===== src/rtl/xorshift_chk_pkg.sv =====
// Shared types and the xorshift64 step used by the stream checker lanes.
package xorshift_chk_pkg;
  localparam int unsigned XS_W = 64;

  typedef enum logic [1:0] {S_SEED, S_RUN, S_DONE} lane_state_e;

  function automatic logic [XS_W-1:0] xorshift64_next(logic [XS_W-1:0] x);
    logic [XS_W-1:0] y;
    y = x ^ (x << 13);
    y = y ^ (y >> 7);
    y = y ^ (y << 17);
    return y;
  endfunction
endpackage


===== src/rtl/xorshift_chk_lane.sv =====
// One lane: seed/run/done FSM, expected word, txn and saturating error counters.
// XORSHIFT_CHK_FIRST_ERR_EN adds capture of the first mismatching pair.
module xorshift_chk_lane
  import xorshift_chk_pkg::*;
#(
  parameter int unsigned TXN_NB = 1024,
  parameter int unsigned CNT_W  = 16
) (
  input  logic             clk,
  input  logic             rst_n,
  input  logic             vld_i,
  input  logic [XS_W-1:0]  data_i,
  output logic             done_o,
  output logic             err_o,
  output logic [CNT_W-1:0] err_cnt_o,
  output logic             ovf_o
`ifdef XORSHIFT_CHK_FIRST_ERR_EN
  ,
  output logic [XS_W-1:0]  first_exp_o,
  output logic [XS_W-1:0]  first_got_o
`endif
);

  localparam logic [CNT_W-1:0] TXN_LAST = CNT_W'(TXN_NB);

  lane_state_e      state_q, state_d;
  logic [XS_W-1:0]  exp_q, exp_d;
  logic [CNT_W-1:0] txn_q, txn_d;
  logic [CNT_W-1:0] ecnt_q, ecnt_d;
  logic             err_q, err_d;
  logic             ovf_q, ovf_d;
  logic             mis;
  logic [XS_W-1:0]  nxt;

  assign nxt = xorshift64_next(data_i);

  always_comb begin
    state_d = state_q;
    exp_d   = exp_q;
    txn_d   = txn_q;
    ecnt_d  = ecnt_q;
    err_d   = err_q;
    ovf_d   = ovf_q;
    mis     = 1'b0;
    if (vld_i) begin
      unique case (state_q)
        S_SEED: begin
          // A zero seed would lock xorshift at zero forever, so reject it.
          if (data_i == '0) begin
            mis = 1'b1;
          end else begin
            exp_d   = nxt;
            txn_d   = CNT_W'(1);
            state_d = S_RUN;
          end
        end
        S_RUN: begin
          txn_d = txn_q + CNT_W'(1);
          mis   = (data_i != exp_q);
          exp_d = nxt;
          if (txn_d == TXN_LAST) state_d = S_DONE;
        end
        S_DONE:  ovf_d = 1'b1;
        default: state_d = S_SEED;
      endcase
    end
    if (mis) begin
      err_d = 1'b1;
      if (ecnt_q != '1) ecnt_d = ecnt_q + CNT_W'(1);
    end
  end

  always_ff @(posedge clk or negedge rst_n) begin
    if (!rst_n) begin
      state_q <= S_SEED;
      exp_q   <= '0;
      txn_q   <= '0;
      ecnt_q  <= '0;
      err_q   <= 1'b0;
      ovf_q   <= 1'b0;
    end else begin
      state_q <= state_d;
      exp_q   <= exp_d;
      txn_q   <= txn_d;
      ecnt_q  <= ecnt_d;
      err_q   <= err_d;
      ovf_q   <= ovf_d;
    end
  end

  assign done_o    = (state_q == S_DONE);
  assign err_o     = err_q;
  assign err_cnt_o = ecnt_q;
  assign ovf_o     = ovf_q;

`ifdef XORSHIFT_CHK_FIRST_ERR_EN
  logic [XS_W-1:0] fexp_q, fexp_d;
  logic [XS_W-1:0] fgot_q, fgot_d;

  always_comb begin
    fexp_d = fexp_q;
    fgot_d = fgot_q;
    if (mis && !err_q) begin
      fexp_d = (state_q == S_SEED) ? '0 : exp_q;
      fgot_d = data_i;
    end
  end

  always_ff @(posedge clk or negedge rst_n) begin
    if (!rst_n) begin
      fexp_q <= '0;
      fgot_q <= '0;
    end else begin
      fexp_q <= fexp_d;
      fgot_q <= fgot_d;
    end
  end

  assign first_exp_o = fexp_q;
  assign first_got_o = fgot_q;
`endif

endmodule


===== config.mk =====
export PLATFORM = sky130hd
export DESIGN_NAME = xorshift_chk_lane
export DESIGN_NICKNAME = d
export VERILOG_FILES = /design/src/rtl/xorshift_chk_pkg.sv /design/src/rtl/xorshift_chk_lane.sv
export SDC_FILE = /design/constraint.sdc
export NUM_CORES = 1
export LEC_CHECK = 0
export CORE_ASPECT_RATIO = 1.5
export CORE_MARGIN = 8
export CORE_UTILIZATION = 35
export CTS_CLUSTER_DIAMETER = 200
export DETAILED_ROUTE_END_ITERATION = 8
export PLACE_DENSITY_LB_ADDON = 0.08
export SYNTH_ARGS = -nofsm -noshare
export SYNTH_HDL_FRONTEND = slang
export SYNTH_SLANG_ARGS = --single-unit
export TNS_END_PERCENT = 30

===== constraint.sdc =====
create_clock -name clk -period 2.1 [get_ports clk]
set_input_delay 0.42 -clock clk [delete_from_list [all_inputs] [get_ports clk]]
set_output_delay 0.42 -clock clk [all_outputs]
set_load 0.05 [all_outputs]

# After elaboration in Yosys (flattened, before gate mapping)
# Index checks and enable logic that the tools add are counted.
[totals]
regBits = 100
input_bits = 67
output_inout_bits = 19
word_cells = 36
[classes]
n_addsub = 2
eq_ne = 7
mux = 10
bitwise = 4
n_reduce_logical = 7
[ops]
columns = ["cell", "count"]
rows = [
  ["one-hot mux 64 bit (2 select lines)", 1],
  ["XOR 64 bit", 2],
  ["zero test 64 bit", 1],
  ["2-to-1 mux 64 bit", 1],
  ["!= test 64 bit", 1],
  ["XOR 64 x 57 -> 64 bit", 1],
  ["adder 16 x 1 -> 16 bit (second input constant)", 2],
  ["one-hot mux 16 bit (2 select lines)", 1],
  ["== test 16 x 11 -> 1 bit (second input constant)", 1],
  ["2-to-1 mux 16 bit", 1],
  ["!= test 16 bit (second input constant)", 1],
  ["one-hot mux 2 bit (3 select lines)", 1],
  ["2-to-1 mux 2 bit", 2],
  ["!= test 2 bit (second input constant)", 2],
  ["AND reduction 2 bit", 2],
  ["AND reduction 4 bit", 1],
  ["AND reduction 3 bit", 1],
  ["== test 2 x 1 -> 1 bit (second input constant)", 1],
  ["== test 2 bit (second input constant)", 1],
  ["zero test 2 bit", 1],
  ["2-to-1 mux 1 bit", 2],
  ["one-hot mux 1 bit (2 select lines)", 1],
  ["nonzero test 2 bit", 1],
  ["inverter 1 bit", 1],
]

# Logic depth before layout (Yosys ltp)
# Gate-level depths: netlist of run 1.
[logic_depth]
depth_word = 5
mapped_depth = 10
mapped_depth_nobuf = 8

# Least setup slack after synthesis of run 1
# Ideal clock, no wire load.
[synth_timing]
kind = "reg-to-reg"
start = "register ecnt_q[2], in the netlist err_cnt_o[2]"
end = "register ecnt_q[7], in the netlist err_cnt_o[7]"
setup_time_ns = 0.147
arrival_time_ns = 2.190
t_required_ns = 1.953
slack_ns = -0.237
path_stages_with_launch = 9
path_buffers = 2
period_less_slack_ns = 2.337
path_cell_list = "dfrtp_1 -> and3_1 -> and3_1 -> clkbuf_1 -> and2_1 -> a31o_2 -> clkbuf_1 -> nor3_1 -> xor2_1"
[synth_between]
elab_chain_cells = 2
word_cells_on_any_way = 3
classes_between = "add/sub: 1; eq/ne: 1; reduce/logical: 1"
[synth_rtl]
columns = ["element", "line", "source"]
rows = [
  ["start, declared", "xorshift_chk_lane.sv:29", "logic [CNT_W-1:0] ecnt_q, ecnt_d;"],
  ["start signal, assigned", "xorshift_chk_lane.sv:85", "ecnt_q <= ecnt_d;"],
  ["branches (longest 2 deep; another with adder 16 x 1 -> 16 bit)", "--", ""],
]
# Several ways; the timed one is not identified.
# A chain may end at the register's enable or synchronous reset.

# Final worst setup path of run 1
[layout_timing]
start = "register txn_q[2]"
end = "register state_q[1]"
[layout_between]
elab_chain_cells = 4
[layout_rtl]
columns = ["element", "line", "source"]
rows = [
  ["start, declared", "xorshift_chk_lane.sv:28", "logic [CNT_W-1:0] txn_q, txn_d;"],
  ["start signal, assigned", "xorshift_chk_lane.sv:84", "txn_q <= txn_d;"],
  ["adder 16 x 1 -> 16 bit", "xorshift_chk_lane.sv:58", "txn_d = txn_q + CNT_W'(1);"],
  ["== test 16 x 11 -> 1 bit", "xorshift_chk_lane.sv:61", "if (txn_d == TXN_LAST) state_d = S_DONE;"],
  ["!= test 2 bit (no line)", "--", ""],
  ["AND reduction 4 bit (no line)", "--", ""],
  ["end signal, assigned", "xorshift_chk_lane.sv:82", "state_q <= state_d;"],
  ["end, declared", "xorshift_chk_lane.sv:26", "lane_state_e state_q, state_d;"],
]
# No other way between the ends.

==> results of run 1 <==
[worst reg2reg max path, cell delays in order, from the launching register on]
cell	delay [ns]
sky130_fd_sc_hd__dfrtp_1	0.45
sky130_fd_sc_hd__buf_6	0.13
sky130_fd_sc_hd__buf_4	0.10
sky130_fd_sc_hd__buf_6	0.10
sky130_fd_sc_hd__nand2_4	0.05
sky130_fd_sc_hd__buf_4	0.13
sky130_fd_sc_hd__nor3_2	0.15
sky130_fd_sc_hd__nor2_1	0.06
sky130_fd_sc_hd__or4_4	0.56
sky130_fd_sc_hd__nor4_2	0.25
sky130_fd_sc_hd__a211o_1	0.14
[sequential cells by signal (all words and copies together) (netlist names)]
name and count:
err_cnt_o 16, ovf_o 1, err_o 1, state_q 2, txn_q 16, exp_q 64
[metal layers]
metal | vias to the layer above | global-route usage | share of wire
met4 | 0 | 0.0916 | 0.031
met3 | 37 | 0.0410 | 0.044
met2 | 132 | 0.362 | 0.51
met5 | - | 0 | 0
li1 | 3007 | - | -
met1 | 3017 | 0.251 | 0.41
[metrics by stage]
stage | std cells | total power [mW] | hold WS (ns)
3_3_place_gp | 1221 | 5.87 | 0.372
4_1_cts | 1258 | 7.99 | 0.469
2_1_floorplan | 739 | 4.57 | 0.124
6_report | 1256 | 8.01 | 0.466
3_5_place_dp | 1221 | 5.91 | 0.375
5_1_grt | 1256 | 8.46 | 0.483
[Yosys cell counts (all sizes together) (20+ instances only)]
cell type  number  area (um2)
nand4          24         156
nor3           20         110
nor4           24         163
o21ai          33         165
nand3          20         105
xnor2         215        1880
nor2           49         184
dfrtp         100        2500
a21oi          46         230
xor2           33         289
nand2          72         273
clkbuf         33         124
[layout make-up]
class                   count  area [um2]
inverters                   2        7.51
fillers                  1749        8640
repair buffers            289        2540
well taps                 256         320
clock inverters             7        86.3
multi-input cells         593        4670
flip-flops and latches    100        2510
clock buffers               9         225
[power breakdown]
group,switching (mW),internal (mW)
Combinational,1.67,1.72
Clock,0.849,0.945
Sequential,0.450,2.37
Total,2.97,5.04
[worst paths after layout]
kind	to
min in group asynchronous	exp_q[2]$_DFFE_PN0P_
max in group asynchronous	err_cnt_o[7]$_DFFE_PN0P_
worst max register to register	state_q[1]$_DFFE_PN0P_
worst min register to register	ovf_o$_DFFE_PN0P_
worst min-delay path	ovf_o$_DFFE_PN0P_
worst max-delay path	state_q[1]$_DFFE_PN0P_
[repair_timing]
item                       in CTS  in global routing
setup endpoints to repair      99                 80
cloned                          3                  0
hold endpoints to repair       23                  0
setup buffers                  17                  2
hold buffers                    1                  0
pin swaps                      65                 23
resized for setup             167                 54
[logic make-up (layout without fill, tap and decap cells)]
kind of cell / Yosys count / after routing / share of synthesized area
buf+inv: 46 / 307 / 0.0296
xor+xnor: 249 / 249 / 0.327
compound gates: 101 / 101 / 0.0835
flops: 100 / 100 / 0.373
simple gates: 237 / 237 / 0.176
fa+ha+maj: 3 / 3 / 0.00559
mux: 3 / 3 / 0.00485
==> run summary, run 1 <==
The worst setup path is launched from a flip-flop. The post-synthesis async set-or-reset flop share came out at 1.00. After detailed routing, the number of remaining DRC violations is 0. The category of cells accounting for the largest share of critical-path delay is simple AND/OR/NAND/NOR gates. The TritonCTS clock tree is done. Leaving out fill and tap cells, the most frequent cells in the layout are sky130_fd_sc_hd__xnor2_1, sky130_fd_sc_hd__buf_4, sky130_fd_sc_hd__dfrtp_1, sky130_fd_sc_hd__nand2_1, sky130_fd_sc_hd__dlygate4sd2_1. The number of global-route vias before repair is slightly below 7k. The startpoint of the tightest hold check path is ovf_o$_DFFE_PN0P_.

The total count of max-transition violations in the final report came out at 0. The critical-path cell with the highest stage delay is sky130_fd_sc_hd__or4_4. The cell count of the worst hold path is 1. The share of the yosys chip area belonging to registers came out at 0.373. The total wire length after detailed routing is around 24 mm. The count of port buffers added during placement is 85.

The signed area change from the synthesized netlist to the final layout came out at 54.4%. The start point of the critical path is txn_q[2]$_DFFE_PN0P_. The remaining max-slew budget at the tightest pin came out at 0.616.

The count of max-cap constraint violations came out at 0. For the worst setup path, the data required time is about 2.4 ns. For this run, the leading register cell type out of synthesis is sky130_fd_sc_hd__dfrtp_1. The clock latency at the later pin of the worst-skew pair is between 0.3 and 0.4 ns. The count of inserted antenna diode cells came out at 0.

The flow ran to the end, but the final reports show violations. The signal on the critical path passes through buf_6 > buf_4 > buf_6 > nand2_4 > buf_4 > nor3_2 > nor2_1 > or4_4 > nor4_2 > a211o_1. The number of enable flip-flop cells after synthesis came out at 0. The cell area after synthesis came out at 6710 um2. Clock skew on the completed layout was measured at approximately 0.0088 ns. The path length in cells of the critical path came out at 10. Data on the critical path arrives at its endpoint at about 2.5 ns.

The mean post-synth cell area came out at around 9 um2. The maximum number of pins on one net before global-route repair came out at 49. The die is between 150 and 200 um tall. The vias after detailed routing came out at between 6k and 7k. For this run, the top clock speed supported by timing is 458 MHz. The tightest min-delay check is of the flip-flop to flip-flop type.

By startpoint and endpoint, the worst setup path is classified as flip-flop to flip-flop. After layout, the worst setup slack is -0.0846 ns. The number of sinks handled by clock tree synthesis is 100.

The finished cells cover approximately 10000 um2. The count of warnings emitted by yosys is 0. Setup repair after global routing could not meet its margin everywhere. The post-placement setup slack came out at -0.884 ns.

In this run the core area contains 62 standard-cell rows. The number of nets in the synthesized netlist is roughly 800. The root buffer cell chosen for the clock tree is sky130_fd_sc_hd__clkbuf_16.

The number of detailed-routing iterations run before antenna repair came out at 5. Setup slack on the worst reg-to-reg path comes out at -0.08 ns. The post-detailed-route wirelength per cell came out at 19.4 um.

The checks that failed: negative setup slack. Of the cells placed in the final design, the portion with a size suffix greater than 1 is 0.340. At the end of the flow, the number of nets in the layout was between 1k and 1.5k. The core box area came out at ~19000 um2. In the global route stage, overall resource usage came out at 0.211.

The worst-case IR drop observed on VDD is between 0.4 and 0.5 mV. The path depth of the worst reg2reg path came out at 10. The number of hold violations in the final report is 0. The initial utilization of the core area, before any placement, comes to 0.353.

The floorplan step defined a die boundary enclosing around 24000 um2. The maximum clock insertion buffer count came out at 2. The clock-pin transition on the worst setup and hold timing paths is 0.08 ns.

The startpoint identified for the worst register-to-register timing path is txn_q[2]$_DFFE_PN0P_. The shortest period the worst path allows came out at about 2.2 ns. In this run the cell area measured after placement is between 9000 and 10000 um2. The H-tree level count came out at 3. STA classifies the critical path endpoint as a flip-flop. The HPWL after detailed placement came out at between 15 and 20 mm. The remaining antenna violation count is 0. The slew at the pin closest to its max-slew limit is about 0.57 ns. The number of standard cells after synthesis is between 700 and 800. The power per cell area came out at between 700 and 800 nW/um2. The highest fanout seen on the critical path came out at 5.

The count of routing violations after the opening detailed-route iteration came out at approximately 290. The netlist uses a little under 50 different library cells. The width of the die came out at approximately 130 um. After synthesis the netlist holds a flip-flop and latch count of 100.

The buffer and inverter count on the worst path is 4. The most common cell after layout, fill and taps aside is sky130_fd_sc_hd__xnor2_1. The reported leakage power came out at roughly 4.4 nW. The setup total negative slack came out at -0.959 ns. The detail-routed via count per cell is slightly below 5. The end-of-flow core utilization came out at 0.545. The longest individual stage delay on the worst path came out at 0.56 ns. The first global-routing pass estimated between 30 and 40 mm of wire. The number of setup violations in the final report came out at 24.

The total overflow reported by the global router came out at 0. In this run, CTS created clock tree buffers numbering 9. Routability-driven placement finished with a final weighted congestion of ~0.9. The initial antenna violation count came out at 0. For this design the top-level I/O count stands at 86. The final period utilization came out at 1.04.
Note: power is estimated with default switching activity, not from simulation.
==> run 2, diff against run 1 <==
HOLD_SLACK_MARGIN = 0.1   (was default)
REMOVE_ABC_BUFFERS = 1   (was default)
==> run 2 against run 1 <==
The flow still finishes with violations (negative setup slack). Combinational power up 4%. Final area increased by 1.8%. Critical path depth grew 1. Clock skew grew 0.0016 ns. Total power is 1.8% higher. Fmax is 4.5% lower. Sequential share of layout area shrank 0.51 points. Global-route usage is 0.17 points higher. Flip-flop and latch count stayed put. Routed wire length grew 2.7%. Cell count increased by 1.4%. Clock power about the same. Largest cell class unchanged. Highest routed layer is now met5.
==> run summary, run 2 (synthesized netlist as in run 1, its figures left out) <==
The flow ran to the end, but the final reports show violations. The final reports fail on negative setup slack. The site row count is a little over 60. In the layout the commonest cells are sky130_fd_sc_hd__xnor2_1, sky130_fd_sc_hd__buf_4, sky130_fd_sc_hd__dfrtp_1, sky130_fd_sc_hd__nand2_1, sky130_fd_sc_hd__dlygate4sd2_1. The count of hold buffers inserted by post-cts repair is 0. STA classifies the critical path endpoint as a flip-flop. The placer's final routability congestion estimate is just over 0.9. Counting the fill cells in the layout gives roughly 1.8k.

Counting both buffers and inverters, the worst setup path holds a total of 4. The first routing iteration left roughly 280 violations. The most common cell after layout, fill and taps aside is sky130_fd_sc_hd__xnor2_1. After detailed routing, the number of remaining DRC violations is 0. The post-route worst setup slack is -0.188 ns. The cell area after placement is 9320 um2. The number of hold violations in the final report came out at 0. The number of sinks handled by clock tree synthesis came out at 100. Before antenna repair, the detailed router went through 4 iterations. The shortest period the worst path allows is 2.29 ns. More flip-flops sit in one register than any other, and that register is exp_q.

The category of cells accounting for the largest share of critical-path delay is buffers and inverters. The proportion of power drawn by the clock network came out at 0.223. The critical path goes through clkdlybuf4s50_1 > buf_4 > xnor2_2 > nand4_1 > nor4_2 > nand4_1 > a22oi_2 > buf_6 > buf_6 > nor3_1 > xor2_1. The number of global-route vias before repair is roughly 7k. At the worst endpoint, the required time is 2.34 ns. The die footprint is 24000 um2. The post-detailed-route wirelength per cell came out at about 20 um.

The initial antenna violation count is 1. The start of the worst register-to-register path is exp_q[45]$_DFFE_PN0P_. Setup repair after global routing could not meet its margin everywhere.

The count of port buffers added during placement came out at between 80 and 90. The power per cell area is around 770 nW/um2. The global-route met1 utilization is 0.212.

The startpoint kind of the worst setup timing path is a primary input. In the final layout, the multi-input gates occupy between 4000 and 5000 um2. The proportion of power drawn by combinational gates came out at 0.432. The final period utilization is 1.09. The register-to-register setup slack came out at -0.18 ns.

The worst IR drop on VDD came out at ~0.8 mV. The fraction of met2 tracks used by global routing is 0.396. TritonCTS built the clock tree. The tree is rooted in a sky130_fd_sc_hd__clkbuf_16. The detail-routed via count per cell is between 5 and 6. The remaining antenna violation count is 0. The number of setup violations in the final report is around 70.

The clock-pin transition on the worst setup and hold timing paths is about 0.080 ns. The total CTS buffers is 9. The total wire length after detailed routing is around 25 mm.

0 antenna diodes ended up in the layout. The finished cells cover approximately 11000 um2. The slowest stage of the critical path belongs to the cell sky130_fd_sc_hd__clkdlybuf4s50_1. Of the total power, registers draw 0.345.

Static timing analysis puts the maximum clock frequency at 437 MHz. The maximum number of pins on one net before global-route repair is a little over 100. The total overflow reported by the global router came out at 0. The die is 186 um tall. The endpoint identified for the worst register-to-register timing path is err_cnt_o[11]$_DFFE_PN0P_.

The reported leakage power came out at roughly 4.5 nW. The total power consumption of the routed design came out at 8.15 mW. The register with the most flip-flops in the layout has 64 of them.

Across the run, the number of max-cap violations was 0. For this block, the via count after detailed routing is between 6k and 7k. On the worst path, the slowest cell contributes a delay of between 0.4 and 0.5 ns.

The clock latency at the later pin of the worst-skew pair is roughly 0.37 ns. The net switching component of the power came out at 3.04 mW. Across the routed clock network, the largest skew measured is about 0.010 ns. For met3 alone, demand over resource in global routing was 0.0373.

The count of pins on the block boundary came out at 86. The signed area change from the synthesized netlist to the final layout came out at 57.2%. The layer flagged by global routing as most heavily used is met2. In the final layout, the share of cells above drive strength 1 is 0.366. The core box area is between 15000 and 20000 um2. The total count of max-transition violations in the final report is 0. The HPWL after detailed placement is about 19 mm. The overall fraction of global-route tracks in use came out at 0.213.

The starting utilization of the core area came out at 0.353. The path depth of the worst reg2reg path is 10. The net count reported at finish came out at 1083. Measured against its own limit, the worst slew margin works out to 0.587. The area taken by flip-flops and latches is approximately 2500 um2. Of the total power, the share spent switching nets is 0.373. In this run the horizontal extent of the chip is approximately 130 um. The highest fanout seen on the critical path came out at 7.

The slew at the pin closest to its max-slew limit came out at between 0.6 and 0.7 ns. The longest clock path from root to sink contains 2 buffers. The kind of critical path is primary input to flip-flop. The worst hold path belongs to the class primary input to async pin. The internal portion of total power came out at 5.11 mW. The first global-routing pass estimated around 38 mm of wire.

Data on the critical path arrives at its endpoint at 2.53 ns. The H-tree level count is 3.
run 2: changes by cell type in the layout (fill, tap and decap cells not counted), sizes merged:
cell           previous run  this run
clkinvlp                  2         1
inv                       3         5
dlymetal6s2s              2         7
clkdlybuf4s15             7         6
clkinv                    3         2
dlygate4sd2              54        52
clkbuf                   12        11
buf                     205       224
dlygate4sd3               1         0
clkdlybuf4s50            17        16
run 2: what timing repair did:
action / in CTS / in global routing
gates resized for setup: 169 / 83
gates cloned: 4 / 2
endpoints found under the setup margin: 100 / 103
endpoints found under the hold margin: 0 / 0
pin swaps: 32 / 25
setup buffers: 13 / 2
run 2: worst register-to-register path: stages (launching register included):
cell and delay (ns):
sky130_fd_sc_hd__dfrtp_1 0.41, sky130_fd_sc_hd__xnor2_2 0.12, sky130_fd_sc_hd__buf_4 0.15, sky130_fd_sc_hd__nand4_1 0.15, sky130_fd_sc_hd__nor4_2 0.37, sky130_fd_sc_hd__nand4_1 0.21
sky130_fd_sc_hd__a22oi_2 0.24, sky130_fd_sc_hd__buf_6 0.16, sky130_fd_sc_hd__buf_6 0.14, sky130_fd_sc_hd__nor3_1 0.06, sky130_fd_sc_hd__xor2_1 0.14
run 2: layout make-up:
type | instances | share of cell area
Multi-Input combinational cell | 593 | 0.441
Timing Repair Buffer | 307 | 0.260
Sequential cell | 100 | 0.237
Tap cell | 256 | 0.0304
Clock buffer | 9 | 0.0213
Clock inverter | 7 | 0.00889
Inverter | 2 | 0.000711
run 2: how the worst max path moves through the flow:
stage	cells past startpoint	to	slack [ns]	from
floorplan	6	txn_q[5]$_DFFE_PN0P_	-3.79	data_i[2]
global placement	8	err_cnt_o[12]$_DFFE_PN0P_	-1.04	data_i[16]
detailed placement	9	err_cnt_o[13]$_DFFE_PN0P_	-1.12	data_i[16]
CTS	9	err_cnt_o[1]$_DFFE_PN0P_	-0.16	exp_q[45]$_DFFE_PN0P_
global route	11	err_cnt_o[13]$_DFFE_PN0P_	-0.23	data_i[5]
finish	11	err_cnt_o[11]$_DFFE_PN0P_	-0.19	data_i[5]
run 2: through the flow:
| step | std cells | util | setup WS [ns] | hold WS, ns | setup TNS, ns |
|---|---|---|---|---|---|
| after floorplan | 695 | - | -3.79 | 0.124 | -185.60 |
| after global placement | 1239 | 0.490 | -1.04 | 0.441 | -89.60 |
| after detailed placement | 1239 | 0.490 | -1.12 | 0.452 | -94.89 |
| after CTS | 1272 | 0.541 | -0.155 | 0.132 | -2.22 |
| after global routing | 1274 | 0.555 | -0.228 | 0.121 | -14.64 |
| final | 1274 | 0.555 | -0.188 | 0.0706 | -4.75 |
run 2: power groups by stage:
stage / combinational, mW / clock (mW) / sequential [mW]
after floorplan: 1.56 / 0 / 2.92
after global placement: 3.19 / 0 / 2.75
after detailed placement: 3.22 / 0 / 2.76
after CTS: 3.43 / 1.86 / 2.77
after global routing: 3.77 / 1.93 / 2.87
final: 3.52 / 1.82 / 2.81
run 2: metal layers:
metal  vias to the layer above  part of all wire  routed length, um
met3                        60             0.038                952
met5                         -           0.00040                 10
met1                      3134              0.37               9190
li1                       3036                 -                  -
met2                       146              0.54              13400
met4                         2             0.057               1430
==> run 3, diff against run 2 <==
ABC_AREA = 1   (was default)
CORE_MARGIN = 2   (was 8)
==> run 3 against run 2 <==
Clock-buffer cell count increased by 1. The run now ends clean. Total power decreased by 24%. Worst hold slack improved by 0.39 ns. Final area decreased by 0.25%. Cell count increased by 23%.
==> run summary, run 3 <==
In the layout the commonest cells are sky130_fd_sc_hd__nand2_1, sky130_fd_sc_hd__buf_4, sky130_fd_sc_hd__inv_1, sky130_fd_sc_hd__dfrtp_1, sky130_fd_sc_hd__xnor2_1. In the global route stage, overall resource usage came out at 0.222. The cell type with the largest total area after synthesis is sky130_fd_sc_hd__dfrtp_1.

The register with the highest flop count is exp_q. For the pin with the worst max-slew slack, the measured transition is approximately 0.63 ns. In the final layout, the share of cells above drive strength 1 is 0.188. The TritonCTS clock tree is done. The maximum clock insertion buffer count is 2. The number of standard cells after synthesis is roughly 1.1k. The mean post-synth cell area came out at between 7 and 8 um2. The total power consumption of the routed design is between 6 and 7 mW. The post-synthesis register bit count is 100. On the critical path, the stage with the largest delay is an instance of sky130_fd_sc_hd__clkdlybuf4s50_1. The count of inserted antenna diode cells came out at 0.

Hold timing on the final database bottoms out at a slack of 0.464 ns. The placer's final routability congestion estimate came out at 0.851. The arrival time at the worst endpoint is between 1.5 and 2 ns. The net switching fraction of the power is 0.326.

The number of setup violations in the final report is 0. The internal portion of total power is 4.17 mW. The total wire length after detailed routing came out at approximately 25 mm. The worst min-delay path endpoint is ovf_o$_DFFE_PN0P_. The most common cell in the synthesized netlist is sky130_fd_sc_hd__nand2_1. Setup repair after global routing could not meet its margin everywhere.

The highest fanout seen on the critical path came out at 5. The achievable clock frequency is 490 MHz. Dividing the final minimum period by the clock period gives 0.972. The signal on the critical path passes through clkdlybuf4s50_1. The run finished with clean final reports. The share of total power dissipated in sequential elements is 0.379. The detail-routed via count per cell is roughly 4.6.

The type of the worst min-delay path is flip-flop to flip-flop. The global-route wire length before repair came out at 37.4 mm. Yosys mapped a number of flops with a built-in enable equal to 0. After synthesis the cells add up to 7440 um2. The starting utilization of the core area is 0.354. The share of total power dissipated in combinational logic is 0.328. The first detailed-routing pass took 5 iterations. The share of the yosys chip area belonging to registers came out at 0.337. The cell count of the worst hold path came out at 1. The shortest period the worst path allows came out at roughly 2.0 ns.

The number of flip-flops under the largest register name came out at 64. The commonest cells after synthesis are sky130_fd_sc_hd__nand2_1, sky130_fd_sc_hd__inv_1, sky130_fd_sc_hd__nor2_1, sky130_fd_sc_hd__dfrtp_1, sky130_fd_sc_hd__xnor2_1. Counting every sink on the clock net gives 100. Sorting the synthesized cells by area gives the leading types as sky130_fd_sc_hd__dfrtp_1, sky130_fd_sc_hd__nand2_1, sky130_fd_sc_hd__xnor2_1. The setup total negative slack is 0 ns. The post-route worst setup slack came out at 0.0594 ns. The height of the chip is ~180 um. The post-detailed-route wirelength per cell came out at around 16 um. For this run, the leading register cell type out of synthesis is sky130_fd_sc_hd__dfrtp_1. The count of routing violations after the opening detailed-route iteration is 345. After floorplanning, the core was sized to cover between 20000 and 25000 um2.

The initial antenna violation count is 0. Data on the critical path is required at its endpoint by about 1.7 ns. The H-tree level count is 3.

The clock tree root driver cell is sky130_fd_sc_hd__clkbuf_16. Fill cells in the final layout number around 2.1k. The total count of max-transition violations in the final report is 0. The worst setup path is captured at an output pin. The site row count is 65. The worst IR drop on VDD is ~0.3 mV. For this run, asynchronously set or reset flops after synthesis account for 1.00. Together, buffers and inverters on the worst path number 1.

The total overflow reported by the global router is 0. The maximum number of pins on one net before global-route repair is around 40. In this run the power spent charging and discharging nets is 2.01 mW. The net count reported at finish is between 1k and 1.5k. The count of pins on the block boundary is between 80 and 90. The vias after detailed routing is 7227.

The number of hold violations in the final report is 0. The buffer count from post-CTS setup fixing came out at 0. The remaining max-slew budget at the tightest pin is 0.578.

The count of warnings emitted by yosys came out at 0. The start of the worst register-to-register path is state_q[1]$_DFFE_PN0P_. The end-of-flow core utilization is 0.502. The most common cell after layout, fill and taps aside is sky130_fd_sc_hd__nand2_1. The proportion of netlist area held by the largest area contributor is 0.337.

The width of the die came out at around 120 um. The count of max-cap constraint violations came out at 0. The startpoint identified for the worst hold timing path is ovf_o$_DFFE_PN0P_. In this run the tool buffered the top-level ports with 85 buffer cells. The largest single stage delay on the critical path is approximately 0.84 ns. The remaining antenna violation count is 0. STA classifies the critical path startpoint as a flip-flop. OpenSTA, run right after detailed placement, puts the worst setup slack at -0.557 ns. The distinct cell type count of the synthesized netlist came out at 30. The path depth of the worst reg2reg path is 10. The register-to-register setup slack came out at roughly 0.17 ns. The endpoint of the worst-slack reg-to-reg timing path is exp_q[57]$_DFFE_PN0P_. The largest clock skew in the final design came out at just over 0.01 ns.

Detailed placement finished with a half-perimeter wire length of between 15 and 20 mm. The category of cells accounting for the largest share of critical-path delay is buffers and inverters. The proportion of power drawn by the clock network came out at 0.293. The number of global-route vias before repair came out at 7113.

The later pin in the worst-skew pair is clocked with a latency of 0.36 ns. The analysis attributes to cell leakage a power of 5.60 nW. In this run, CTS created clock tree buffers numbering 9. The floorplan step defined a die boundary enclosing between 20000 and 25000 um2.

The setup path with the least slack is of type flip-flop to output pin. The number of DRC violations after detailed routing came out at 0. The signed area change from the synthesized netlist to the final layout came out at 41.5%. After clock tree synthesis, the clock-pin slew on the worst setup and hold paths is approximately 0.070 ns. The power per cell area came out at roughly 590 nW/um2.
## run 3: cell type report
| type | instances | area [um2] | share of cell area |
|---|---|---|---|
| Multi-Input combinational cell | 799 | 4390 | 0.417 |
| Sequential cell | 100 | 2500 | 0.238 |
| Timing Repair Buffer | 253 | 2490 | 0.237 |
| Inverter | 129 | 500 | 0.0476 |
| Tap cell | 268 | 335 | 0.0319 |
| Clock buffer | 10 | 229 | 0.0218 |
| Clock inverter | 5 | 77.6 | 0.00737 |
## run 3: cell families (layout without fill, tap and decap cells)
logic type,after synthesis,in the layout,share of synthesized area
DFF,100,100,0.337
xor gates and xnor gates,186,186,0.219
buffers and inverters,154,397,0.0931
and+or+nand+nor,530,533,0.290
adders and majority gates,3,3,0.00505
AOI/OAI and AO/OA,77,77,0.0560
## run 3: stage by stage
step,instance area (um2),instances
2_1_floorplan,7230,1025
4_1_cts,10000,1551
3_3_place_gp,9670,1534
6_report,10500,1564
5_1_grt,10500,1564
3_5_place_dp,9670,1534
## run 3: power groups by stage
stage,registers (mW),logic (mW),clock network [mW]
after detailed placement,2.38,2.02,0
after global placement,2.37,2.01,0
final,2.34,2.03,1.81
after CTS,2.34,2.04,1.87
after global routing,2.38,2.26,1.94
after floorplan,2.33,1.14,0
## run 3: layer usage
metal	wire, um	track usage	share of wire
met5	0	0	0
met4	1220	0.110	0.048
met3	747	0.0241	0.030
met2	13500	0.412	0.53
met1	9850	0.244	0.39
## run 3: how the worst max path moves through the flow
stage,startpoint,endpoint,cells after the start
final,err_cnt_o[3]$_DFFE_PN0P_,err_cnt_o[3],1
after global placement,data_i[43],txn_q[6]$_DFFE_PN0P_,12
after detailed placement,data_i[43],txn_q[6]$_DFFE_PN0P_,12
after floorplan,data_i[30],txn_q[0]$_DFFE_PN0P_,11
after CTS,data_i[43],txn_q[6]$_DFFE_PN0P_,12
after global routing,data_i[5],exp_q[20]$_DFFE_PN0P_,11
## run 3: repair_timing
item,4_1_cts,5_1_grt
hold buffers,1,0
hold endpoints to repair,24,0
setup endpoints to repair,86,97
pin swaps,0,19
resized for setup,13,96
gates cloned,1,13
